===== config.mk =====
export PLATFORM = sky130hd
export DESIGN_NAME = pc_fetch_ctrl
export DESIGN_NICKNAME = d
export VERILOG_FILES = /design/src/rtl/pc_fetch_pkg.sv /design/src/rtl/pc_next_adder.sv /design/src/rtl/pc_fetch_ctrl.sv
export SDC_FILE = /design/constraint.sdc
export NUM_CORES = 1
export LEC_CHECK = 0
export ABC_AREA = 1
export ABC_CLOCK_PERIOD_IN_PS = 6700
export CAP_MARGIN = 5
export CORE_ASPECT_RATIO = 0.8
export CORE_MARGIN = 2
export CORE_UTILIZATION = 25
export CTS_CLUSTER_DIAMETER = 30
export DETAILED_ROUTE_END_ITERATION = 7
export PLACE_DENSITY_LB_ADDON = 0.15
export SLEW_MARGIN = 15
export SYNTH_ARGS = -nofsm -noshare
export SYNTH_HDL_FRONTEND = slang
export SYNTH_SLANG_ARGS = --single-unit

===== constraint.sdc =====
create_clock -name clk_i -period 6.7 [get_ports clk_i]
set_input_delay 1.005 -clock clk_i [delete_from_list [all_inputs] [get_ports clk_i]]
set_output_delay 1.005 -clock clk_i [all_outputs]
set_load 0.01 [all_outputs]

===== src/rtl/pc_fetch_pkg.sv =====
// Shared types and constants for the instruction fetch controller.
package pc_fetch_pkg;

  typedef enum logic {
    FETCH = 1'b0,
    HOLD  = 1'b1
  } fetchState_e;

  localparam logic [31:0] PC_RESET_VAL = 32'h0000_0000;
  localparam logic [31:0] PC_INCR      = 32'd4;

endpackage


===== src/rtl/pc_next_adder.sv =====
// Combinational next-PC: sequential PC+4, or PC+4 plus a word-scaled branch offset.
module pc_next_adder
  import pc_fetch_pkg::*;
(
  input  logic [31:0] pc_i,
  input  logic [31:0] immedPc_i,
  input  logic        pcSel_i,
  output logic [31:0] nextPc_o
);

  logic [31:0] seqPc;

  // The shift drops immedPc_i[31:30]; everything wraps modulo 2^32.
  assign seqPc    = pc_i + PC_INCR;
  assign nextPc_o = pcSel_i ? (seqPc + (immedPc_i << 2)) : seqPc;

endmodule


===== src/rtl/pc_fetch_ctrl.sv =====
// Two-state fetch controller: requests a word at PC, holds it until decode consumes it.
module pc_fetch_ctrl
  import pc_fetch_pkg::*;
(
  input  logic        clk_i,
  input  logic        rst_i,
  input  logic        pcLdEn_i,
  input  logic        pcSel_i,
  input  logic [31:0] immedPc_i,
  input  logic        imemAck_i,
  input  logic [31:0] imemData_i,
  input  logic        instrReady_i,
  output logic        imemReq_o,
  output logic [31:0] imemAddr_o,
  output logic [31:0] pc_o,
  output logic [31:0] instr_o,
  output logic        instrValid_o
);

  fetchState_e state_q, state_d;
  logic [31:0] pc_q, pc_d;
  logic [31:0] instr_q, instr_d;
  logic [31:0] nextPc;

  pc_next_adder u_pcNextAdder (
    .pc_i      (pc_q),
    .immedPc_i (immedPc_i),
    .pcSel_i   (pcSel_i),
    .nextPc_o  (nextPc)
  );

  always_ff @(posedge clk_i or posedge rst_i) begin
    if (rst_i) begin
      state_q <= FETCH;
      pc_q    <= PC_RESET_VAL;
      instr_q <= '0;
    end else begin
      state_q <= state_d;
      pc_q    <= pc_d;
      instr_q <= instr_d;
    end
  end

  // Request is gated by reset so nothing reaches memory while reset is held.
  always_comb begin
    state_d      = state_q;
    pc_d         = pc_q;
    instr_d      = instr_q;
    imemReq_o    = 1'b0;
    instrValid_o = 1'b0;
    unique case (state_q)
      FETCH: begin
        imemReq_o = ~rst_i;
        if (imemAck_i) begin
          instr_d = imemData_i;
          state_d = HOLD;
        end
      end
      HOLD: begin
        instrValid_o = 1'b1;
        if (instrReady_i) begin
          state_d = FETCH;
          if (pcLdEn_i) pc_d = nextPc;
        end
      end
    endcase
  end

  assign imemAddr_o = pc_q;
  assign pc_o       = pc_q;
  assign instr_o    = instr_q;

endmodule


* After elaboration in Yosys (flattened, before gate mapping) *
Index checks and enable logic that the tools add are counted.

operators by class
  reductions and logical operators = 2
  bitwise operators = 2
  equality and inequality tests = 0
  muxes and demuxes = 6
  div/mod/pow operators = 0
  $add $sub $neg = 2
  $lt $le $gt $ge = 0
  shifts and indexed selects = 0
  multiply operators = 0

operators by type and width
  operator                 number
  $add A32 B3 Y32 const B  1
  $add A32 B32 Y32         1
  $mux W32                 1
  $mux W1                  4
  $reduce_and A3 Y1        1
  $not A1 Y1               2
  $pmux W1 S2              1
  $reduce_and A2 Y1        1

word-level totals
  memories = 0
  output and inout port bits = 98
  memory bits (read-only) = 0
  memory bits (writable) = 0
  flip-flop bits (word level) = 65
  latch bits = 0
  input bits = 70

* Longest topological paths before layout *
Gate-level depths: netlist of the first run.

  depth after elaboration = 3
  gate-level depth with buffers = 23
  gate-level depth less buffers = 23

* By module *
Synthesis of the first run repeated with hierarchy kept, for this count alone.

unflattened totals
  cell total of the unflattened synthesis = 939
  area, all modules = 6039.5 um^2

modules (own cells, without submodules)
  module         area each (um^2)  cells each  instances
  pc_next_adder  3189.3            621         1
  pc_fetch_ctrl  2850.2            318         1

* Worst setup path after synthesis of the first run *
No wires, ideal clock.

  path type = reg-to-reg
  start = register pc_q[3], in the netlist imemAddr_o[3]
  end = register pc_q[29], in the netlist imemAddr_o[29]
  setup slack = 4196 ps
  arrival time = 2388 ps
  period minus slack after synthesis = 2504 ps
  buffers on the path = 0
  stages on the path, launching flop included = 17
  required time = 6584 ps
  setup time = 116 ps
  cells stage by stage = dfrtp_1 ha_1 nand3_2 nor2_2 xor2_1 inv_1 ha_1 a21oi_1 nor2_1 nor2_1 nand2_1 a21oi_1 nand2_1 nand2_1 nand3_1 nand2_1 nand2_1

between the ends
  longest elaborated chain between the ends = 3

RTL lines
  what                      RTL line             RTL
  start: declaration        pc_fetch_ctrl.sv:21  logic [31:0] pc_q, pc_d;
  start signal: assignment  pc_fetch_ctrl.sv:39  pc_q <= pc_d;
  $add A32 B3 Y32 *         pc_next_adder.sv:14  assign seqPc = pc_i + PC_INCR;
  $add A32 B32 Y32          pc_next_adder.sv:15  assign nextPc_o = pcSel_i ? (seqPc + (immedPc_i << 2)) : seqPc;
  $mux W32 *                pc_next_adder.sv:15

Mark *: on every way between the ends. The rest lies on a longest branch, timed or not.
A chain may end at the register's enable or synchronous reset.

* Worst setup path after layout of the first run *
  start = register pc_q[10], in the netlist imemAddr_o[10]
  end = register pc_q[25], in the netlist imemAddr_o[25]

Same word-level chain as after synthesis.

==> results of run 1 <==
[logic make-up (layout without fill, tap and decap cells)]
logic type	count (synthesis)	after routing	share of synthesized area
and+or+nand+nor	472	472	0.3394
muxes	32	32	0.06106
adders and majority gates	38	38	0.08183
DFF	63	63	0.2671
buffers and inverters	170	302	0.1306
xor gates and xnor gates	33	33	0.04897
AOI/OAI and AO/OA	75	75	0.07038
other	1	4	0.0006354
[layer usage]
layer | routed length [microns] | track usage | part of all wire
met5 | 0 | 0 | 0
met4 | 49 | 0.01174 | 0.0025
met1 | 10010 | 0.2364 | 0.50
met3 | 1084 | 0.03001 | 0.055
met2 | 8726 | 0.2545 | 0.44
[area by class of cell]
type                    instances  area, sq um
clock inverters                 6        36.28
flip-flops and latches         63         1577
well taps                     312        390.4
repair buffers                165         1642
clock buffers                  10        239.0
inverters                     121        455.4
multi-input cells             654         3566
fillers                      2578        15370
[registers in the layout (all words and copies together), names as in the netlist]
signal,flops
imemAddr_o,30
instr_o,32
state_q,1
[final timing paths]
| kind | depth (start not counted) | to | slack, ps | start |
|---|---|---|---|---|
| max in group asynchronous | 3 | imemAddr_o[13]$_DFFE_PP0P_ | 4810 | rst_i |
| min reg2reg | 1 | instr_o[25]$_DFFE_PP0P_ | 500 | instr_o[25]$_DFFE_PP0P_ |
| max reg2reg | 17 | imemAddr_o[25]$_DFFE_PP0P_ | 3500 | imemAddr_o[10]$_DFFE_PP0P_ |
| min in group asynchronous | 3 | instr_o[26]$_DFFE_PP0P_ | 1310 | rst_i |
| min | 1 | instr_o[25]$_DFFE_PP0P_ | 500 | instr_o[25]$_DFFE_PP0P_ |
| max | 17 | imemAddr_o[25]$_DFFE_PP0P_ | 3500 | imemAddr_o[10]$_DFFE_PP0P_ |
[critical path, stage by stage (launching register included)]
cell     delay, ps
dfrtp_1        490
nand2_1        130
nor2_1         160
nand2_1        130
nor2_2         190
nand2_2        120
xor2_1         250
inv_1           70
ha_1           390
nand2_1        140
nor2_1         280
nand2_1        120
nor2_1         110
nand2_1        110
nand4_1        110
nand3_1        120
nand2_1        100
nand2_1         50
[cell usage in the layout (no fill, tap or decap), types with 10 or more instances in the layout]
master,n
clkdlybuf4s50_1,161
xnor2_1,10
nand4_1,12
mux2_2,32
o21ai_0,18
xor2_1,23
nand2_1,294
nand3_1,64
nor2_1,69
a21oi_1,33
inv_1,118
dfrtp_1,63
ha_1,37
[cell usage after synthesis, types with 3 or more instances]
cell type | number | area, sq um
nand3b_1 | 3 | 22.52
o21ai_1 | 7 | 35.03
xnor2_1 | 10 | 87.58
buf_2 | 3 | 15.01
nand4_1 | 12 | 75.07
nor3_1 | 4 | 20.02
dfrtp_1 | 63 | 1577
buf_4 | 34 | 255.2
xor2_1 | 23 | 201.4
inv_1 | 119 | 446.7
ha_1 | 37 | 462.9
o21bai_1 | 5 | 37.54
nor2_2 | 9 | 56.30
o211ai_1 | 5 | 37.54
nand2_2 | 6 | 37.54
mux2_2 | 32 | 360.4
nand3_1 | 64 | 320.3
nor2_4 | 4 | 45.04
o21ai_0 | 18 | 90.09
a21oi_1 | 33 | 165.2
nor2_1 | 69 | 259.0
clkbuf_1 | 11 | 41.29
nand2_1 | 294 | 1104
[metrics by stage]
stage            util  instances  cell area, sq um
2_1_floorplan       -        887              5913
3_3_place_gp   0.3278       1315              7630
3_5_place_dp   0.3278       1315              7630
4_1_cts        0.3397       1331              7905
5_1_grt        0.3397       1331              7905
6_report       0.3397       1331              7905
[power by group through the flow]
| stage | Clock, W | Sequential (W) | Combinational (W) |
|---|---|---|---|
| after floorplan | 0 | 0.000716 | 0.00123 |
| after global placement | 0 | 0.000725 | 0.00198 |
| after detailed placement | 0 | 0.000728 | 0.00197 |
| after CTS | 0.000455 | 0.000723 | 0.00198 |
| after global routing | 0.000472 | 0.000746 | 0.00220 |
| final | 0.000438 | 0.000715 | 0.00197 |
==> run summary, run 1 <==
The flow ran to the end, and the final reports show no timing, DRC or antenna violations. Number of synthesized flops with an enable pin: 0. Summed over all nets, the switching power comes to 0.001472 W. The layout net count is 1122, and the via count of the routed design is 5817. The floorplan step defined a core boundary enclosing 0.02327 sq mm. From bottom edge to top edge, the die measures 141.4 microns. The wire length per cell was 14.93 microns. The final-layout worst hold slack was 501.5 ps. The number of input and output port buffers inserted came out at 161. For the combined global-route utilization of all metal layers, the log shows 0.1607. The repair_antennas step left the layout with diodes totalling 0.

The logs give 0.3488 for the relative slew slack and 5 for the first-pass iteration count of the detailed router. Number of H-tree levels: 3. The number of buffers between clock root and the deepest sink came out at 2. The via count of the first global-routing pass is 5583, and the detailed-route vias per instance is 4.370. The async set-or-reset flop fraction in the synthesized netlist was 1.000. After clock tree synthesis, the repair step resized 0 gates. The clock tree skew after final layout is 4.620 ps. The hold violation count in the final report is 0.

Timing would allow up to 312.5 MHz. Buffers inserted to repair hold after CTS numbered 0. The cell area that synthesis handed to floorplanning was 0.005902 sq mm. The run gives 6920 ps as the critical path required time.

After synthesis, the netlist uses 38 different library cells. The total of endpoints with negative setup slack in the final report was 0; the peak ir drop on the vdd network was 145.5 uV. In this run the remaining antenna-violating nets after routing total 0.

The post-synthesis sequential area ratio was 0.2671; the total design power was 0.003118 W. The mean instance size in the synthesized netlist was 6.676 sq um. Setup repair after global routing left no endpoint under its margin. Synthesis inferred 63 register bits. The detailed router finished its first iteration with 416 violations. The global-route congestion overflow total is 0, and the wire length of the first global-routing pass is 30.97 mm. Summed over all cells, the static leakage comes to 3.824 nW.

The run gives 0.229 as the sequential share of power. The cell count after synthesis came out at 884. The part of the total power dissipated in combinational logic was 0.630; the internal power contribution was 0.001646 W.

The area growth from synthesis to layout is 33.94%. The run gives 168 as the number of top-level design ports. For this run, the leading register cell type out of synthesis is dfrtp_1. Along the worst path, the maximum fanout reaches 6. Setup slack closes at 3500 ps. Row generation in the floorplan step produced 50 rows. Share of power burned in the clock network: 0.140.

For this run, the number of Yosys warnings is 0. The run gives 15.99 mm as the placed wire-length estimate after detailed placement. The clock period minus worst slack was 3200 ps. Buffers added to address setup during post-CTS repair amount to 0.

At the pin with the least slew margin, the transition time is 975.7 ps. After detailed routing, the total wire length is 19.87 mm. In the routed design, unresolved DRC markers number 0. Clock-pin slew on the worst setup and hold paths: 60 ps.

The power density normalized to cell area was 394.4 mW/mm^2. Entering global routing, the biggest net connects 64 pins. The run gives 3305 ps as the pre-CTS worst setup slack.

The die covers 0.02486 sq mm. For the total of max-cap violations, the log shows 0. The critical path is of the flip-flop to flip-flop type.

The clock insertion delay at the later pin of the skew report came out at 320 ps. The startpoint kind of the worst setup timing path was a flip-flop. The run gives 0 ps as the aggregate negative setup slack. Proportion of layout cells with a drive suffix above 1: 0.07556.

TritonCTS built the clock tree. The horizontal die dimension is 175.8 microns, and the number of antenna violations at the first check in global routing is 0. For the final count of pins violating max slew, the log shows 0. The switching part of the total is 0.4721.

In this run the worst hold path is classified as flip-flop to flip-flop. The clock drives 63 sinks. The worst setup path is captured at a flip-flop.

For the global placer's final weighted congestion, the log shows 0.8450. Clock tree synthesis inserted a total of 9 buffers. The portion of the clock cycle consumed by the worst path in the final layout was 0.4776.

Data arrives at the worst endpoint at 3420 ps. The tree is rooted in a clkbuf_16. The run gives 0.2536 as the initial core utilization.
No activity file was read; power rests on OpenSTA's default activity.
==> run 2, diff against run 1 <==
--- a/config.mk
+++ b/config.mk
@@ -6,7 +6,7 @@
 export NUM_CORES = 1
 export LEC_CHECK = 0
 export ABC_AREA = 1
-export ABC_CLOCK_PERIOD_IN_PS = 6700
+export ABC_CLOCK_PERIOD_IN_PS = 3050
 export CAP_MARGIN = 5
 export CORE_ASPECT_RATIO = 0.8
 export CORE_MARGIN = 2
==> constraint.sdc (replaced) <==
create_clock -name clk_i -period 3.05 [get_ports clk_i]
set_input_delay 0.4575 -clock clk_i [delete_from_list [all_inputs] [get_ports clk_i]]
set_output_delay 0.4575 -clock clk_i [all_outputs]
set_load 0.01 [all_outputs]
==> run summary, run 2 (same netlist as run 1, synthesis figures left out) <==
The logs give 168 for the number of top-level design ports and 0 for the number of antenna violations at the first check in global routing. For the number of antenna repair diodes, the log shows 0. In the final design database the tool counted 1179 nets. For the number of sinks driven by the clock tree, the log shows 63. The origin of the worst setup path is imemAddr_o[4]$_DFFE_PP0P_. The run finished with clean final reports. Dividing the detail-routed via count by the number of cells gives 4.388.

Before antenna repair, the detailed router went through 5 iterations. The filler cells instantiated in the layout total 2534. Portion of the clock cycle consumed by the worst path in the final layout: 0.9366. The start point of the worst hold path is instr_o[27]$_DFFE_PP0P_. The count of nets left with antenna violations once routing finished came out at 0. The proportion of layout cells with a drive suffix above 1 is 0.1812.

The relative slew slack was 0.4790; the clock insertion delay at the later pin of the skew report was 330 ps. The data arrival time of the critical path was 3060 ps; the pre-CTS worst setup slack was 37.30 ps. Kind of critical path: flip-flop to flip-flop. The initial core utilization is 0.2536.

In this run the clock root is driven by a clkbuf_16. Wire length per cell: 14.59 microns. The tools report the total wirelength of the detailed-routed design as 20.26 mm. The library cell used most frequently in the layout, excluding fill and tap cells, is nand2_1.

The number of remaining DRC errors is 0, and the clock period minus worst slack is 2857 ps. In the final timing run, aggregate negative setup slack is 0 ps. The via count of the first global-routing pass is 5655. Port buffering added 161 buffers. Buffers inserted to repair hold after CTS numbered 0. The worst path meets setup with 193.4 ps of slack. The transition time of the tightest slew-check pin is 780.6 ps. Final hold analysis gives a worst-case slack of 499.1 ps. In the layout the commonest cells are nand2_1, clkdlybuf4s50_1, inv_1, nand3_1, buf_4. The startpoint kind of the worst setup timing path is a flip-flop. Horizontal die dimension: 175.8 microns. For the number of buffers inserted during clock tree synthesis, the log shows 9.

The finished cells cover 0.008685 sq mm. The hold violation count in the final report is 0. The die is 141.4 microns tall.

For the final database, setup skew stands at 6.483 ps. The largest fanout on the critical path was 4. The number of buffers between clock root and the deepest sink was 2.

Setup violations remaining at the end of the flow were counted as 0. The area used by sequential logic in the layout was 0.001584 sq mm. The register with the most flip-flops in the layout has 32 of them.

The logs give 4.155 nW for the static leakage and 16.39 mm for the placed wire-length estimate after detailed placement. Data on the critical path is required at its endpoint by 3260 ps. Summed over all layers, the global routing overflow is 0.

The H-tree generated during clock tree synthesis spans 3 levels. The run gives 0.3732 as the utilization after layout. Dividing total power by cell area gives a power density of 884.5 mW/mm^2.

The total die area is 0.02486 sq mm. The run gives 0.007993 sq mm as the area after detailed placement. The final count of pins violating max slew was 0.

Routability-driven placement finished with a final weighted congestion of 0.8347. The wire length of the first global-routing pass was 31.26 mm; the fmax was 350.1 MHz. The tools report the area taken by multi-input logic gates as 0.003849 sq mm.

TritonCTS built the clock tree. Clock-pin slew was measured on the worst setup and hold paths at 60 ps. The tightest min-delay check is of the flip-flop to flip-flop type. The launch point of the worst reg-to-reg path is imemAddr_o[4]$_DFFE_PP0P_. The number of placement rows is 50. The maximum number of pins on one net before global-route repair was 64.

Max-cap violations in this run came to 0. After the first detailed-routing iteration, the DRC count stood at 433. The area growth from synthesis to layout works out to 47.15%. The core box area was 0.02327 sq mm. The peak ir drop on the vdd network is 376.1 uV, and the combined global-route utilization of all metal layers is 0.1614. STA classifies the critical path endpoint as a flip-flop. For this block, the via count after detailed routing is 6091. Setup repair after global routing could not meet its margin everywhere.
run 2: cell types whose count changed in the layout (fill, tap and decap cells not counted), sizes merged:
| cell | change |
|---|---|
| buf | +57 |
| bufinv | +1 |
| clkbuf | +4 |
| clkinv | -5 |
run 2: path summary, 6_finish.rpt:
kind                                               to  slack [ps]  cells past startpoint
max                        imemAddr_o[13]$_DFFE_PP0P_         190                     14
min                           instr_o[27]$_DFFE_PP0P_         500                      1
max reg2reg                imemAddr_o[13]$_DFFE_PP0P_         190                     14
min reg2reg                   instr_o[27]$_DFFE_PP0P_         500                      1
max in group asynchronous   imemAddr_o[6]$_DFFE_PP0P_        2170                      3
min in group asynchronous     instr_o[26]$_DFFE_PP0P_         570                      3
run 2: per-layer routing:
metal,global-route usage,share of wire,vias to the layer above
li1,-,-,3122
met4,0.01696,0.0056,0
met2,0.2509,0.44,137
met3,0.02438,0.040,8
met5,0,0,-
met1,0.2428,0.51,2824
run 2: metrics by stage:
stage	instances	power, W
after floorplan	887	0.004275
after global placement	1360	0.006282
after detailed placement	1360	0.006284
after CTS	1376	0.007414
after global routing	1388	0.008362
final	1388	0.007682
run 2: cell type report:
cell class | instances | area share
sequential | 63 | 0.1824
inverter | 121 | 0.05244
tap | 312 | 0.04495
clock buffer | 14 | 0.03155
clock inverter | 2 | 0.004322
timing repair buffer | 222 | 0.2412
multi-input combinational | 654 | 0.4432
run 2: repair_timing:
action,in CTS,in global routing
gates resized for setup,0,72
buffers inserted,0,12
endpoints found under the hold margin,0,0
endpoints found under the setup margin,0,19
run 2: power breakdown:
part	internal, W	switching (W)
clock network	0.000701	0.000382
registers	0.00113	0.000270
logic	0.00242	0.00278
run 2: worst max-delay path: stages, from the launching register on:
cell,delay [ps]
dfrtp_1,430
nand2_1,90
clkinv_2,110
nand2_4,110
nor2_4,160
buf_4,130
xor2_2,260
ha_4,270
buf_4,140
nand2_1,120
o21bai_1,120
nand3b_1,310
xor2_1,210
o21ai_1,190
nand2_1,70
